<file path="src/rtl/fpu_add_seq.sv">
// fpu_add_seq: multi-cycle binary16 adder, ALIGN -> ADD -> NORM behind valid/ready handshakes.
// Define ROUND_NEAREST_EN for round-to-nearest-even; the default build truncates toward zero.
module fpu_add_seq #(
  parameter int EXP_W = 5,
  parameter int MAN_W = 10
) (
  input  logic                   clk,
  input  logic                   rst,
  input  logic                   in_valid,
  output logic                   in_ready,
  input  logic [EXP_W+MAN_W:0]   Asem,
  input  logic [EXP_W+MAN_W:0]   Bsem,
  output logic                   out_valid,
  input  logic                   out_ready,
  output logic [EXP_W+MAN_W:0]   Rsem
);
  localparam int W  = 1 + EXP_W + MAN_W;
  localparam int SW = MAN_W + 4;   // hidden + fraction + G,R,S
  localparam int EW = EXP_W + 2;   // exponent with sign/overflow headroom
  localparam logic [EXP_W-1:0] EMAX = '1;
  localparam logic [W-1:0] QNAN = {1'b0, EMAX, 1'b1, {(MAN_W-1){1'b0}}};

  typedef enum logic [2:0] {IDLE, ALIGN, ADD, NORM, DONE} state_t;
  state_t state;

  logic [W-1:0]     a_r, b_r, spec_v;
  logic             spec_f, sx, sy, rs;
  logic [EXP_W-1:0] ex;
  logic [SW-1:0]    mx, my;
  logic [SW:0]      sum;

  assign in_ready = (state == IDLE);

  // ALIGN: order by magnitude, align the smaller significand, flag specials
  logic             swap, a_nan, b_nan, a_inf, b_inf, a_zero, b_zero, spec_c;
  logic [W-1:0]     xo, yo, spec_c_v;
  logic [EXP_W-1:0] dexp;
  logic [SW-1:0]    ysig, ysh, ymask, yalign;

  assign swap   = b_r[W-2:0] > a_r[W-2:0];
  assign xo     = swap ? b_r : a_r;
  assign yo     = swap ? a_r : b_r;
  assign dexp   = xo[W-2:MAN_W] - yo[W-2:MAN_W];
  assign ysig   = {1'b1, yo[MAN_W-1:0], 3'b000};
  assign a_nan  = (&a_r[W-2:MAN_W]) &&  (|a_r[MAN_W-1:0]);
  assign b_nan  = (&b_r[W-2:MAN_W]) &&  (|b_r[MAN_W-1:0]);
  assign a_inf  = (&a_r[W-2:MAN_W]) && !(|a_r[MAN_W-1:0]);
  assign b_inf  = (&b_r[W-2:MAN_W]) && !(|b_r[MAN_W-1:0]);
  assign a_zero = (a_r[W-2:MAN_W] == '0);
  assign b_zero = (b_r[W-2:MAN_W] == '0);

  always_comb begin
    ysh    = ysig >> dexp;
    ymask  = ~({SW{1'b1}} << dexp);
    yalign = {ysh[SW-1:1], ysh[0] | (|(ysig & ymask))};
    if (int'(dexp) >= SW - 1) yalign = {{(SW-1){1'b0}}, 1'b1};
  end

  always_comb begin
    spec_c   = 1'b1;
    spec_c_v = '0;
    if (a_nan || b_nan)                          spec_c_v = QNAN;
    else if (a_inf && b_inf && a_r[W-1] != b_r[W-1]) spec_c_v = QNAN;
    else if (a_inf)                              spec_c_v = a_r;
    else if (b_inf)                              spec_c_v = b_r;
    else if (a_zero)                             spec_c_v = b_r;
    else if (b_zero)                             spec_c_v = a_r;
    else                                         spec_c   = 1'b0;
  end

  // NORM: normalise, round, pack
  logic [EW-1:0]    lz, ne;
  logic [SW-1:0]    nm;
  logic [MAN_W+1:0] rm;
  logic [W-1:0]     res;
  logic             unused_bits;

  always_comb begin
    lz = '0;
    for (int i = 0; i < SW; i++)
      if (sum[i]) lz = EW'(SW - 1 - i);
    if (sum[SW]) begin
      nm = {sum[SW:2], sum[1] | sum[0]};
      ne = {2'b00, ex} + EW'(1);
    end else begin
      nm = sum[SW-1:0] << lz;
      ne = {2'b00, ex} - lz;
    end
    rm = {1'b0, nm[SW-1:3]};
`ifdef ROUND_NEAREST_EN
    if (nm[2] && (nm[1] || nm[0] || nm[3])) rm = rm + 1'b1;
`endif
    if (rm[MAN_W+1]) begin
      rm = rm >> 1;
      ne = ne + EW'(1);
    end
    if (spec_f)                    res = spec_v;
    else if (sum == '0)            res = '0;
    else if (ne[EW-1] || ne == '0) res = '0;
    else if (ne >= {2'b00, EMAX})  res = {rs, EMAX, {MAN_W{1'b0}}};
    else                           res = {rs, ne[EXP_W-1:0], rm[MAN_W-1:0]};
  end

  assign unused_bits = ^{rm[MAN_W], nm[2:0]};

  always_ff @(posedge clk) begin
    if (rst) begin
      state     <= IDLE;
      out_valid <= 1'b0;
      Rsem      <= '0;
      a_r       <= '0;
      b_r       <= '0;
      spec_v    <= '0;
      spec_f    <= 1'b0;
      sx        <= 1'b0;
      sy        <= 1'b0;
      rs        <= 1'b0;
      ex        <= '0;
      mx        <= '0;
      my        <= '0;
      sum       <= '0;
    end else begin
      case (state)
        IDLE: if (in_valid) begin
          a_r   <= Asem;
          b_r   <= Bsem;
          state <= ALIGN;
        end
        ALIGN: begin
          sx     <= xo[W-1];
          sy     <= yo[W-1];
          ex     <= xo[W-2:MAN_W];
          mx     <= {1'b1, xo[MAN_W-1:0], 3'b000};
          my     <= yalign;
          spec_f <= spec_c;
          spec_v <= spec_c_v;
          state  <= ADD;
        end
        ADD: begin
          sum   <= (sx == sy) ? {1'b0, mx} + {1'b0, my} : {1'b0, mx} - {1'b0, my};
          rs    <= sx;
          state <= NORM;
        end
        NORM: begin
          Rsem      <= res;
          out_valid <= 1'b1;
          state     <= DONE;
        end
        DONE: if (out_ready) begin
          out_valid <= 1'b0;
          state     <= IDLE;
        end
        default: state <= IDLE;
      endcase
    end
  end
endmodule

</file>
<file path="config.mk">
export PLATFORM = sky130hd
export DESIGN_NAME = fpu_add_seq
export DESIGN_NICKNAME = d
export VERILOG_FILES = /design/src/rtl/fpu_add_seq.sv
export SDC_FILE = /design/constraint.sdc
export NUM_CORES = 1
export LEC_CHECK = 0
export ABC_AREA = 1
export BUFFER_PORTS_ARGS = -buffer_cell sky130_fd_sc_hd__buf_2
export CAP_MARGIN = 0
export CORE_MARGIN = 5
export CORE_UTILIZATION = 60
export DETAILED_ROUTE_END_ITERATION = 8
export MAX_ROUTING_LAYER = met4
export PLACE_DENSITY = 0.81
export SYNTH_ARGS = -nofsm -noshare
export SYNTH_HDL_FRONTEND = slang
export SYNTH_SLANG_ARGS = --single-unit
</file>
<file path="constraint.sdc">
create_clock -name clk -period 4 [get_ports clk]
set_clock_uncertainty 0.15 [all_clocks]
set_input_delay 0.6 -clock clk [delete_from_list [all_inputs] [get_ports clk]]
set_output_delay 0.6 -clock clk [all_outputs]
set_load 0.02 [all_outputs]
</file>
## After elaboration in Yosys (flattened, before gate mapping)

Index checks and enable logic that the tools add are counted.
W data, S select, Z words.

| operators by class | value |
|---|---|
| add/subtract/negate cells | 5 |
| magnitude comparators | 3 |
| eq/ne operators | 8 |
| shifts and indexed selects | 3 |
| mux-type cells | 41 |
| bitwise gates (word level) | 4 |
| reduce and logical (&&, ||, !) cells | 24 |

Operators by type and width:

| cell | number |
|---|---|
| $mux W16 | 11 |
| $mux W7 | 14 |
| $mux W15 | 2 |
| $reduce_or A10 Y1 | 2 |
| $add A14 B14 Y15 | 1 |
| $gt A15 B15 Y1 | 1 |
| $logic_not A15 Y1 | 1 |
| $pmux W3 S5 | 1 |
| $sub A14 B14 Y15 | 1 |
| $and A14 B14 Y14 | 1 |
| $mux W14 | 1 |
| $not A14 Y14 | 1 |
| $reduce_or A14 Y1 | 1 |
| $shl A14 B5 Y14 const A | 1 |
| $shl A14 B7 Y13 | 1 |
| $shr A14 B5 Y14 | 1 |
| $mux W13 | 1 |
| $logic_not A5 Y1 | 2 |
| $reduce_and A5 Y1 | 2 |
| $ge A7 B5 Y1 const B | 1 |
| $logic_not A7 Y1 | 1 |
| $mux W1 | 7 |
| $sub A5 B7 Y7 | 1 |
| $add A5 B1 Y6 const B | 1 |
| 18 further kinds | 31 |

| storage, ports and cells | value |
|---|---|
| bits in registers | 117 |
| bits of input ports | 36 |
| output and inout port bits | 18 |
| logic and storage cells | 102 |

## Longest topological paths before layout

Gate-level depths: netlist (run 1).

| depth | value |
|---|---|
| depth in word-level cells | 21 |
| mapped depth | 26 |
| mapped depth without buffers | 26 |

## Worst setup path before layout (run 1)

OpenSTA, ideal clock, no wires.

| path | value |
|---|---|
| path type | reg2reg |
| from | register sum[0] |
| to | register Rsem[0] |
| setup time | 119 ps |
| data arrival time | 3123 ps |
| data required time | 3731 ps |
| slack | 608 ps |
| cell stages (with the launch flop) | 24 |
| buffers on the path | 1 |
| clock period less this slack | 3392 ps |
| cells stage by stage | dfxtp_1 inv_1 o21ai_0 a21oi_1 o21ai_0 nand2_1 nand2_1 nand2_1 nand2_1 nand2_2 nand2_1 buf_4 ha_1 fa_1 o211ai_1 nor2_1 a211oi_1 nand2_1 nor3_1 nor4_4 nand2_1 inv_1 nand2_1 a21oi_1 |

| on the way | value |
|---|---|
| word-level cells in the longest chain between the ends | 21 |
| elaborated cells between the ends (all ways) | 26 |
| those cells by class | add/sub (1); order compare (1); shift (1); mux (20); reduce/logical (3) |

RTL lines:

| element | RTL line | text |
|---|---|---|
| start: declaration | 30 | `logic [SW:0] sum;` |
| start signal: assignment | 140 | `sum <= (sx == sy) ? {1'b0, mx} + {1'b0, my} : {1'b0, mx} - {1'b0, my};` |
| $mux W4 | 81 | `if (sum[i]) lz = EW'(SW - 1 - i);` |
| $mux W7 (13 in a row) | 81 |  |
| $sub A5 B7 Y7 | 87 | `ne = {2'b00, ex} - lz;` |
| $mux W7 | 82 | `if (sum[SW]) begin` |
| $ge A7 B5 Y1 or $logic_not A7 Y1 (tied branches) | 100, 99 |  |
| $mux W15 or $logic_or A1 B1 Y1 (tied branches) | 100, 99 |  |
| $mux W16 | 99 | `else if (ne[EW-1] \|\| ne == '0) res = '0;` |
| $mux W16 * | 98 | `else if (sum == '0) res = '0;` |
| $mux W16 * | 97 | `if (spec_f) res = spec_v;` |
| end signal: assignment | 145 | `Rsem <= res;` |
| end: declaration | 15 | `output logic [EXP_W+MAN_W:0] Rsem` |

Mark *: on every way between the ends. The rest lies on a longest branch, timed or not.
A chain may end at the register's enable or synchronous reset.

## Final worst setup path (run 1)

| path | value |
|---|---|
| from | register sum[0] |
| to | register Rsem[8] |

The elaborated chain is that of the path after synthesis.

==> results_dict.tcl, run 1 <==
set metrics [dict create \
    status "complete, no violations" \
    synth_cells 1221 \
    port_buffers 53 \
    synth_top_cell_by_area "dfxtp_1" \
    synth-edff-count 0 \
    worstHoldPathType "in -> reg" \
    rows 42 \
    die_w_um 125 \
    wire_per_inst_um 16.5 \
    area_growth_pct 12.4 \
    synth_nets 1303 \
    synthFlopType "dfxtp_1" \
    die_area_um2 15600 \
    end_kind "flop" \
    htree_levels 4 \
    wirelength_met1_mm 10.2 \
    max_freq_mhz 275 \
    dpl.cell_count 1415 \
    core_area_um2 13100 \
    path_class "reg -> reg" \
    synth_async_sr_flop_share_pct 0 \
    root_buffer "clkbuf_16" \
    cpPeakStageDelay_ns 0.41 \
    synth_top_cell_area_share_pct 29.5 \
    initial_core_util_pct 60.5 \
    antenna_found_initial 0 \
    hold_path_depth 3 \
    whs_endpoint "a_r[7]" \
    fin_cells 1448 \
    nNetsFinal 1342 \
    cp_cell_sequence "inv_1 > o21ai_0 > a21oi_1 > o21ai_0 > nand2_1 > nand2_1 > nand2_1 > nand2_1 > nand2_4 > nand2_1 > ha_1 > fa_1 > o211ai_1 > nor2_1 > a211oi_1 > nand2_1 > nor3_1 > nor4_4 > nand2_1 > buf_4 > a21oi_1 > nand2_1 > a21oi_1" \
    routed.top_layer "met4" \
    worstPathMaxFanout 9 \
    maxSlewHeadroom_pct 39.3 \
    vias_per_cell 5.90 \
    min_from "Asem[7]" \
    ys_top_cells_by_count "256 x nand2_1, 175 x a21oi_1, 138 x inv_1" \
    tightestPinTransition_ns 0.910 \
    cp.arrival_ns 3.79 \
    grt_pass1_vias 7820 \
    r2r-end "Rsem[8]" \
    rsz0062_at_grt "no" \
    setup_viol 0 \
    synthesis.area_um2 7950 \
    layout-drive-gt1-share_pct 11.2 \
    globalplace.congestion 0.981 \
    switchingPower_uw 2160 \
    ys_seq_area_share_pct 29.5 \
    finalHoldWorstSlack_ns 0.307 \
    synth_seq_cells 117 \
    cts_buffers 17 \
    cap_violations 0 \
    wirelength_mm 23.8 \
    combPwrFrac_pct 44.7 \
    grt_max_degree 55 \
    drv_slew 0 \
    crit_top_cell "nand2_1" \
    setup_tns_ns 0 \
    p_int_uw 2900 \
    clock_latency_ns 0.42 \
    powerDensity_nw_per_um2 567 \
    synth.area.top_cells "dfxtp_1 29%, nand2_1 12%, a21oi_1 11%" \
    clock_sinks 117 \
    slowest_stage "fa_1" \
    grt_pass1_wl_mm 38.3 \
    hold_violations 0 \
    wl_met3_mm 1.95 \
    antenna_left 0 \
    required_ns 4.15 \
    pin_count 54 \
    startpoint_type "flop" \
    drcViolationCount 0 \
    fin_crit_sh_pct 90.9 \
    p_clk_share_pct 28.2 \
    drtIter0Drc 974 \
    clk_pin_slew_worst_paths_ns 0.06 \
    reg2regPathDepth 23 \
    r2r_setup_slack_ns 0.36 \
    seq_power_share_pct 27.0 \
    cts_tree "built" \
    grt-ovfl-total 0 \
    yosysMostFrequentCell "nand2_1" \
    dr.pass1.iters 6 \
    yosys_warnings 0 \
    grt_usage_pct 30.6 \
    p_sw_share_pct 42.6 \
    r2r-start "sum[0]" \
    ir_drop_v 0.000369 \
    dp_hpwl_mm 17.5 \
    period_minus_slack_ns 3.64 \
    vias 8538 \
    wl_met2_mm 10.8 \
    cts.path.max_buffers 2 \
    n_antenna_cell 0 \
    avgSynthCellArea_um2 6.51 \
    leakagePower_uw 0.00413 \
    die-height_um 125 \
    synth_cell_types 46 \
]
[worst max-delay path by stage]
stage / from / to
after global placement: sum[0] / Rsem[8]
after floorplan: sum[0] / Rsem[0]
after CTS: sum[0] / Rsem[6]
final: sum[0] / Rsem[8]
after detailed placement: sum[0] / Rsem[3]
after global routing: sum[0] / Rsem[3]
[power by group through the flow]
stage          combinational (uW)  clock, uW  sequential, uW
6_report                     2260       1430            1370
5_1_grt                      2530       1490            1380
4_1_cts                      2190       1440            1360
3_5_place_dp                 2170          0            1390
3_3_place_gp                 2170          0            1380
2_1_floorplan                1710          0            1360
[sequential cells by signal (all words and copies together), names as in the netlist]
signal / cells
Rsem: 16
a_r: 16
b_r: 16
spec_v: 16
sum: 15
my: 14
mx: 11
ex: 5
state: 3
out_valid: 1
rs: 1
spec_f: 1
sx: 1
sy: 1
[worst max-delay path: cells and delay by family (launching register included)]
family | cells | cell delay, ns
DFF | 1 | 0.35
AOI/OAI and AO/OA | 7 | 0.85
buffers and inverters | 2 | 0.24
adders and majority gates | 2 | 0.64
and+or+nand+nor | 12 | 1.27
[stage by stage]
| stage | power, uW | setup slack, ns | utilization (%) | cell area, um^2 |
|---|---|---|---|---|
| 6_report | 5060 | 0.364 | 68.0 | 8930 |
| 5_1_grt | 5390 | 0.0130 | 68.0 | 8930 |
| 4_1_cts | 4990 | 0.353 | 67.8 | 8910 |
| 3_5_place_dp | 3560 | 0.411 | 63.6 | 8360 |
| 3_3_place_gp | 3550 | 0.434 | 63.6 | 8360 |
| 2_1_floorplan | 3070 | 0.608 | - | 7950 |
[metal layers]
metal,up-vias,track usage (%)
met5,-,-
met4,0,13.5
met3,80,4.82
met2,396,47.8
met1,3851,39.4
li1,4211,-
[cell families after synthesis]
group                      Yosys count  share of synthesized area [%]
AOI/OAI and AO/OA                  360                           24.2
DFF                                117                           29.5
muxes                                3                          0.378
adders and majority gates           46                           7.43
buffers and inverters              201                           10.0
and+or+nand+nor                    476                           26.5
xor gates and xnor gates            18                           1.98
[final cells by class]
type                       instances  area, um^2
multi-input combinational        903        4820
fill                            1219        4210
sequential                       117        2340
inverter                         142         533
clock buffer                      22         474
timing repair buffer              79         460
tap                              176         220
clock inverter                     9        78.8
[layout by cell type, fill, tap and decap left out, types with 3 or more instances in the layout]
master / instances
a21oi_1: 175
a31oi_1: 9
buf_2: 53
buf_4: 26
clkbuf_16: 17
clkbuf_8: 3
clkinv_2: 5
dfxtp_1: 116
ha_1: 44
inv_1: 137
inv_2: 3
mux2i_1: 3
nand2_1: 256
nand2_2: 13
nand3_1: 112
nand3_2: 5
nand4_1: 14
nor2_1: 50
nor3_1: 8
nor4_1: 4
o211ai_1: 22
o21ai_0: 132
o21ai_1: 6
or2_2: 4
xor2_1: 17
[what timing repair did]
item                                    CTS  global route
gates resized for setup                   0             3
buffers inserted                          0             2
endpoints found under the setup margin    0             7
hold buffers                              0             0
endpoints found under the hold margin     0             0
(Power assumes the default switching activity.)
==> run 2: changes to the inputs <==
- MAX_ROUTING_LAYER: met4 -> default
==> run 2 against run 1 <==
Net effect:
- cell count is essentially flat
- critical path type unchanged
- final area up 0.56%
- clock-buffer cell count is 5 lower
- combinational power about the same
- critical path depth down 4
- sequential share of layout area decreased by 0.16 points
- sequential power is essentially flat
- flip-flop and latch count did not move
- core utilization rose by 0.38 points
==> results_dict.tcl, run 2 (same netlist as run 1, synthesis figures left out) <==
set metrics [dict create \
    status "complete, no violations" \
    leakagePower_uw 0.00414 \
    wire_per_inst_um 16.5 \
    layout_common_cells "256 x nand2_1, 175 x a21oi_1, 138 x inv_1" \
    pin_count 54 \
    worstHoldPathType "in -> reg" \
    setup_tns_ns 0 \
    final_common_cell "nand2_1" \
    wirelength_mm 23.9 \
    drv_slew 0 \
    min_from "Bsem[7]" \
    grt_pass1_vias 7751 \
    antenna_found_initial 0 \
    drtIter0Drc 902 \
    fin_crit_sh_pct 93.8 \
    die_w_um 125 \
    die_area_um2 15600 \
    initial_core_util_pct 60.5 \
    ir_drop_v 0.000364 \
    dpl.cell_count 1415 \
    htree_levels 4 \
    reg2regPathDepth 19 \
    seqCellArea_um2 2340 \
    core_area_um2 13100 \
    die-height_um 125 \
    r2r-end "my[0]" \
    dpl-instance-area_um2 8360 \
    cpPeakStageDelay_ns 0.44 \
    root_buffer "clkbuf_16" \
    powerDensity_nw_per_um2 580 \
    fin_cells 1449 \
    drcViolationCount 0 \
    rows 42 \
    vias_per_cell 5.84 \
    dr.pass1.iters 6 \
    clock_sinks 117 \
    period_minus_slack_ns 3.75 \
    tightestPinTransition_ns 0.909 \
    cts.path.max_buffers 2 \
    dp_hpwl_mm 17.4 \
    port_buffers 53 \
    r2r_setup_slack_ns 0.25 \
    clk_pin_slew_worst_paths_ns 0.06 \
    cap_violations 0 \
    nNetsFinal 1342 \
    area_growth_pct 13.0 \
    cts_tree "built" \
    grt_max_degree 55 \
    maxSlewHeadroom_pct 39.3 \
    path_class "reg -> reg" \
    worstPathMaxFanout 16 \
    crit_top_cell "nand2_1" \
    hold_violations 0 \
    grt_usage_pct 29.8 \
    slowest_stage "nand2_1" \
    grt-ovfl-total 0 \
    antenna_left 0 \
    clock_latency_ns 0.42 \
    layout-drive-gt1-share_pct 11.3 \
    fillers 1191 \
    n_antenna_cell 0 \
    vias 8466 \
    globalplace.congestion 0.963 \
    setup_viol 0 \
    max_freq_mhz 267 \
    design_area_um2 8980 \
    hold_path_depth 3 \
    cts_buffers 17 \
    required_ns 4.16 \
    r2r-start "a_r[12]" \
    cp_cell_sequence "inv_1 > ha_1 > nand2_1 > nor2_2 > nand4_1 > buf_4 > nand3_2 > nand3_2 > ha_1 > inv_1 > nand3_1 > nand2_1 > nand2_1 > nand2_1 > nor2_1 > nor2_1 > nand2_1 > nor2_1 > a21oi_1" \
    rsz0062_at_grt "no" \
    end_kind "flop" \
    cp.arrival_ns 3.91 \
    grt_pass1_wl_mm 38.4 \
    startpoint_type "flop" \
    whs_endpoint "b_r[7]" \
    multi_input_area_um2 4830 \
]
## run 2: worst max-delay path, delay by kind of cell, from the launching register on
family	cells	cell delay, ns
fa+ha+maj	2	0.62
simple gates	13	1.92
compound gates	1	0.07
buf+inv	3	0.51
flops	1	0.36
## run 2: metal layers
metal	GRT usage (%)	part of all wire, %	routed length, um
met4	11.9	3.3	779
met1	39.3	43	10200
met5	0	0	0
met3	4.90	7.7	1840
met2	48.8	46	11100
## run 2: through the flow
stage | worst slack, ns | hold slack, ns | power [uW] | utilization (%)
2_1_floorplan | 0.608 | 0.284 | 3070 | -
3_3_place_gp | 0.394 | 0.305 | 3540 | 63.6
3_5_place_dp | 0.324 | 0.307 | 3560 | 63.6
4_1_cts | 0.269 | 0.297 | 5140 | 68.2
5_1_grt | 0.0408 | 0.314 | 5550 | 68.4
6_report | 0.249 | 0.304 | 5210 | 68.4
## run 2: cell type report
class                           count  share of cell area, %
Multi-Input combinational cell    904                   53.7
Inverter                          142                   5.94
Clock buffer                       17                   4.74
Timing Repair Buffer               78                   5.04
Clock inverter                     15                   2.01
Sequential cell                   117                   26.1
Tap cell                          176                   2.45
## run 2: how the worst max path moves through the flow
stage                        from       to  depth (start not counted)
final                     a_r[12]    my[0]                         19
after global routing       sum[0]  Rsem[1]                         23
after CTS                  sum[0]  Rsem[4]                         22
after detailed placement   sum[0]  Rsem[1]                         22
after global placement     sum[0]  Rsem[1]                         22
after floorplan            sum[0]  Rsem[0]                         23
## run 2: report_power, final
part	switching [uW]	leakage (uW)	internal [uW]	total (uW)
Sequential	99.7	0.000956	1270	1370
Combinational	1530	0.00290	736	2270
Clock	590	0.000290	981	1570
## run 2: what timing repair did
item                       CTS  global route
gates resized for setup      0             2
setup endpoints to repair    0            10
hold buffers                 0             0
buffers inserted             0             1
==> run 3: changes to the inputs <==
- ABC_AREA: 1 -> default
==> run 3 against run 2 <==
Net effect:
- synthesized cell count fell by 13%
- clock-buffer cell count rose by 6
- critical path depth fell by 3
- wire length rose by 4.5%
- synthesized area rose by 2.5%
- sequential share of layout area fell by 2.4 points
- final area rose by 10%
- worst setup slack got worse by 0.17 ns
- highest routed layer unchanged
- first-iteration DRC count rose by 21%
==> results_dict.tcl, run 3 <==
set metrics [dict create \
    status "complete, no violations" \
    clock_latency_ns 0.42 \
    antenna_found_initial 0 \
    ys_seq_area_share_pct 28.8 \
    synthesis.area_um2 8150 \
    drcViolationCount 0 \
    ys_top_cells_by_count "131 x nor2_1, 117 x dfxtp_1, 117 x nand2_1" \
    ctsHoldBuffers 0 \
    finalCoreUtilization_pct 74.5 \
    wl_met2_mm 12.0 \
    drtIter0Drc 1095 \
    layout_common_cells "130 x nor2_1, 117 x nand2_1, 116 x dfxtp_1" \
    core_area_um2 13300 \
    synth.area.top_cells "dfxtp_1 29%, ha_1 6.8%, a21oi_1 6.5%" \
    htree_levels 4 \
    dr.pass1.iters 6 \
    synth_seq_cells 117 \
    p_int_uw 3170 \
    rows 42 \
    ir_drop_v 0.000481 \
    worstPathMaxFanout 4 \
    grt_pass1_wl_mm 39.6 \
    die_area_um2 16000 \
    synth-edff-count 0 \
    avgSynthCellArea_um2 7.63 \
    root_buffer "clkbuf_16" \
    p_sw_share_pct 37.7 \
    pin_count 54 \
    cts_tree "built" \
    setup_viol 0 \
    vias_per_cell 6.36 \
    grt-ovfl-total 0 \
    grt_usage_pct 30.1 \
    slowest_stage "or4_4" \
    powerDensity_nw_per_um2 514 \
    critPathTopFamily "simple AND/OR/NAND/NOR gates" \
    cts_buffers 17 \
    port_buffers 53 \
    synth_nets 1150 \
    dp_hpwl_mm 17.6 \
    switchingPower_uw 1920 \
    p_clk_share_pct 29.1 \
    wire_per_inst_um 18.6 \
    wirelength_met1_mm 9.78 \
    initial_core_util_pct 61.3 \
    cpPeakStageDelay_ns 0.56 \
    die-height_um 127 \
    yosysMostFrequentCell "nor2_1" \
    n_antenna_cell 0 \
    yosys_warnings 0 \
    wirelength_mm 25.0 \
    seq_power_share_pct 26.4 \
    wl_met3_mm 2.09 \
    combPwrFrac_pct 44.5 \
    vias 8545 \
    nNetsFinal 1238 \
    synth_top_cell_area_share_pct 28.8 \
    cp.arrival_ns 4.05 \
    antenna_left 0 \
    critPathBufInv 2 \
    drv_slew 0 \
    startpoint_type "flop" \
    synth_cells 1068 \
    tightestPinTransition_ns 1.05 \
    hold_violations 0 \
    cts.path.max_buffers 2 \
    cp_cell_sequence "inv_1 > ha_4 > nand4_4 > or4_4 > o21a_4 > mux2i_4 > ha_2 > inv_2 > and4b_1 > o22a_1 > or3_4 > o22ai_1 > a22o_1 > nand3b_1 > o31ai_2 > a221oi_2" \
    max_freq_mhz 255 \
    maxSlewHeadroom_pct 29.8 \
    synthFlopType "dfxtp_1" \
    design_area_um2 9910 \
    synth_top_cell_by_area "dfxtp_1" \
    clk_pin_slew_worst_paths_ns 0.06 \
    fin_crit_sh_pct 98.1 \
    synth_cell_types 81 \
    end_kind "flop" \
    synth_async_sr_flop_share_pct 0 \
    layout-drive-gt1-share_pct 21.7 \
    die_w_um 127 \
    required_ns 4.12 \
    path_class "reg -> reg" \
    final_common_cell "nor2_1" \
    grt_pass1_vias 7956 \
    clock_sinks 117 \
    period_minus_slack_ns 3.92 \
    routed.top_layer "met4" \
    area_growth_pct 21.6 \
    cap_violations 0 \
    leakagePower_uw 0.00390 \
    dpl-instance-area_um2 9030 \
    worstHoldPathType "in -> reg" \
    globalplace.congestion 0.976 \
    grt_max_degree 63 \
]
-- run 3: worst min-delay path, stage by stage --
cell	delay, ns
buf_2	0.09
nand2_1	0.05
a21oi_1	0.05
-- run 3: power groups by stage --
stage	clock [uW]	combinational [uW]	sequential, uW
floorplan	0	1480	1340
global placement	0	2000	1360
detailed placement	0	2020	1360
CTS	1490	2110	1340
global route	1550	2440	1350
finish	1480	2270	1340
-- run 3: worst paths after layout --
| path | startpoint | to | slack [ns] | depth (start not counted) |
|---|---|---|---|---|
| worst max-delay path | a_r[12] | my[0] | 0.08 | 16 |
| worst min-delay path | Asem[13] | a_r[13] | 0.26 | 3 |
| worst max register to register | a_r[12] | my[0] | 0.08 | 16 |
| worst min register to register | rs | rs | 0.31 | 2 |
-- run 3: what timing repair did --
item | in CTS | in global routing
setup endpoints to repair | 2 | 24
pin swaps | 1 | 8
gates resized for setup | 11 | 33
setup buffers | 6 | 2
endpoints found under the hold margin | 0 | 0
-- run 3: logic make-up (layout without fill, tap and decap cells) --
kind of cell | after synthesis | after routing | synth area share [%]
and+or+nand+nor | 370 | 370 | 20.7
AOI/OAI and AO/OA | 333 | 333 | 27.3
buffers and inverters | 137 | 237 | 6.77
DFF | 117 | 117 | 28.8
adders and majority gates | 46 | 46 | 7.25
muxes | 45 | 45 | 6.99
xor gates and xnor gates | 20 | 20 | 2.24
-- run 3: final cells by class --
cell class	instances	area, um^2
Fill cell	1006	3390
Tap cell	176	220
Clock inverter	8	101
Sequential cell	117	2340
Clock buffer	23	468
Inverter	58	218
Multi-Input combinational cell	814	5550
Timing Repair Buffer	148	1010
-- run 3: per-stage QoR --
step / setup TNS (ns) / hold slack, ns / instances / total power, uW / worst slack, ns
after global routing: -0.0197 / 0.267 / 1344 / 5350 / -0.0197
after detailed placement: -0.0261 / 0.303 / 1305 / 3380 / -0.0261
after floorplan: -0.0448 / 0.286 / 1068 / 2820 / -0.0448
after CTS: 0 / 0.253 / 1342 / 4930 / 0.0132
after global placement: 0 / 0.298 / 1305 / 3350 / 0.0482
final: 0 / 0.264 / 1344 / 5090 / 0.0771
-- run 3: per-layer routing --
metal | track usage (%) | vias to the layer above
met2 | 49.2 | 483
met5 | 0 | -
met3 | 5.55 | 104
met4 | 14.9 | 0
li1 | - | 4046
met1 | 38.2 | 3912
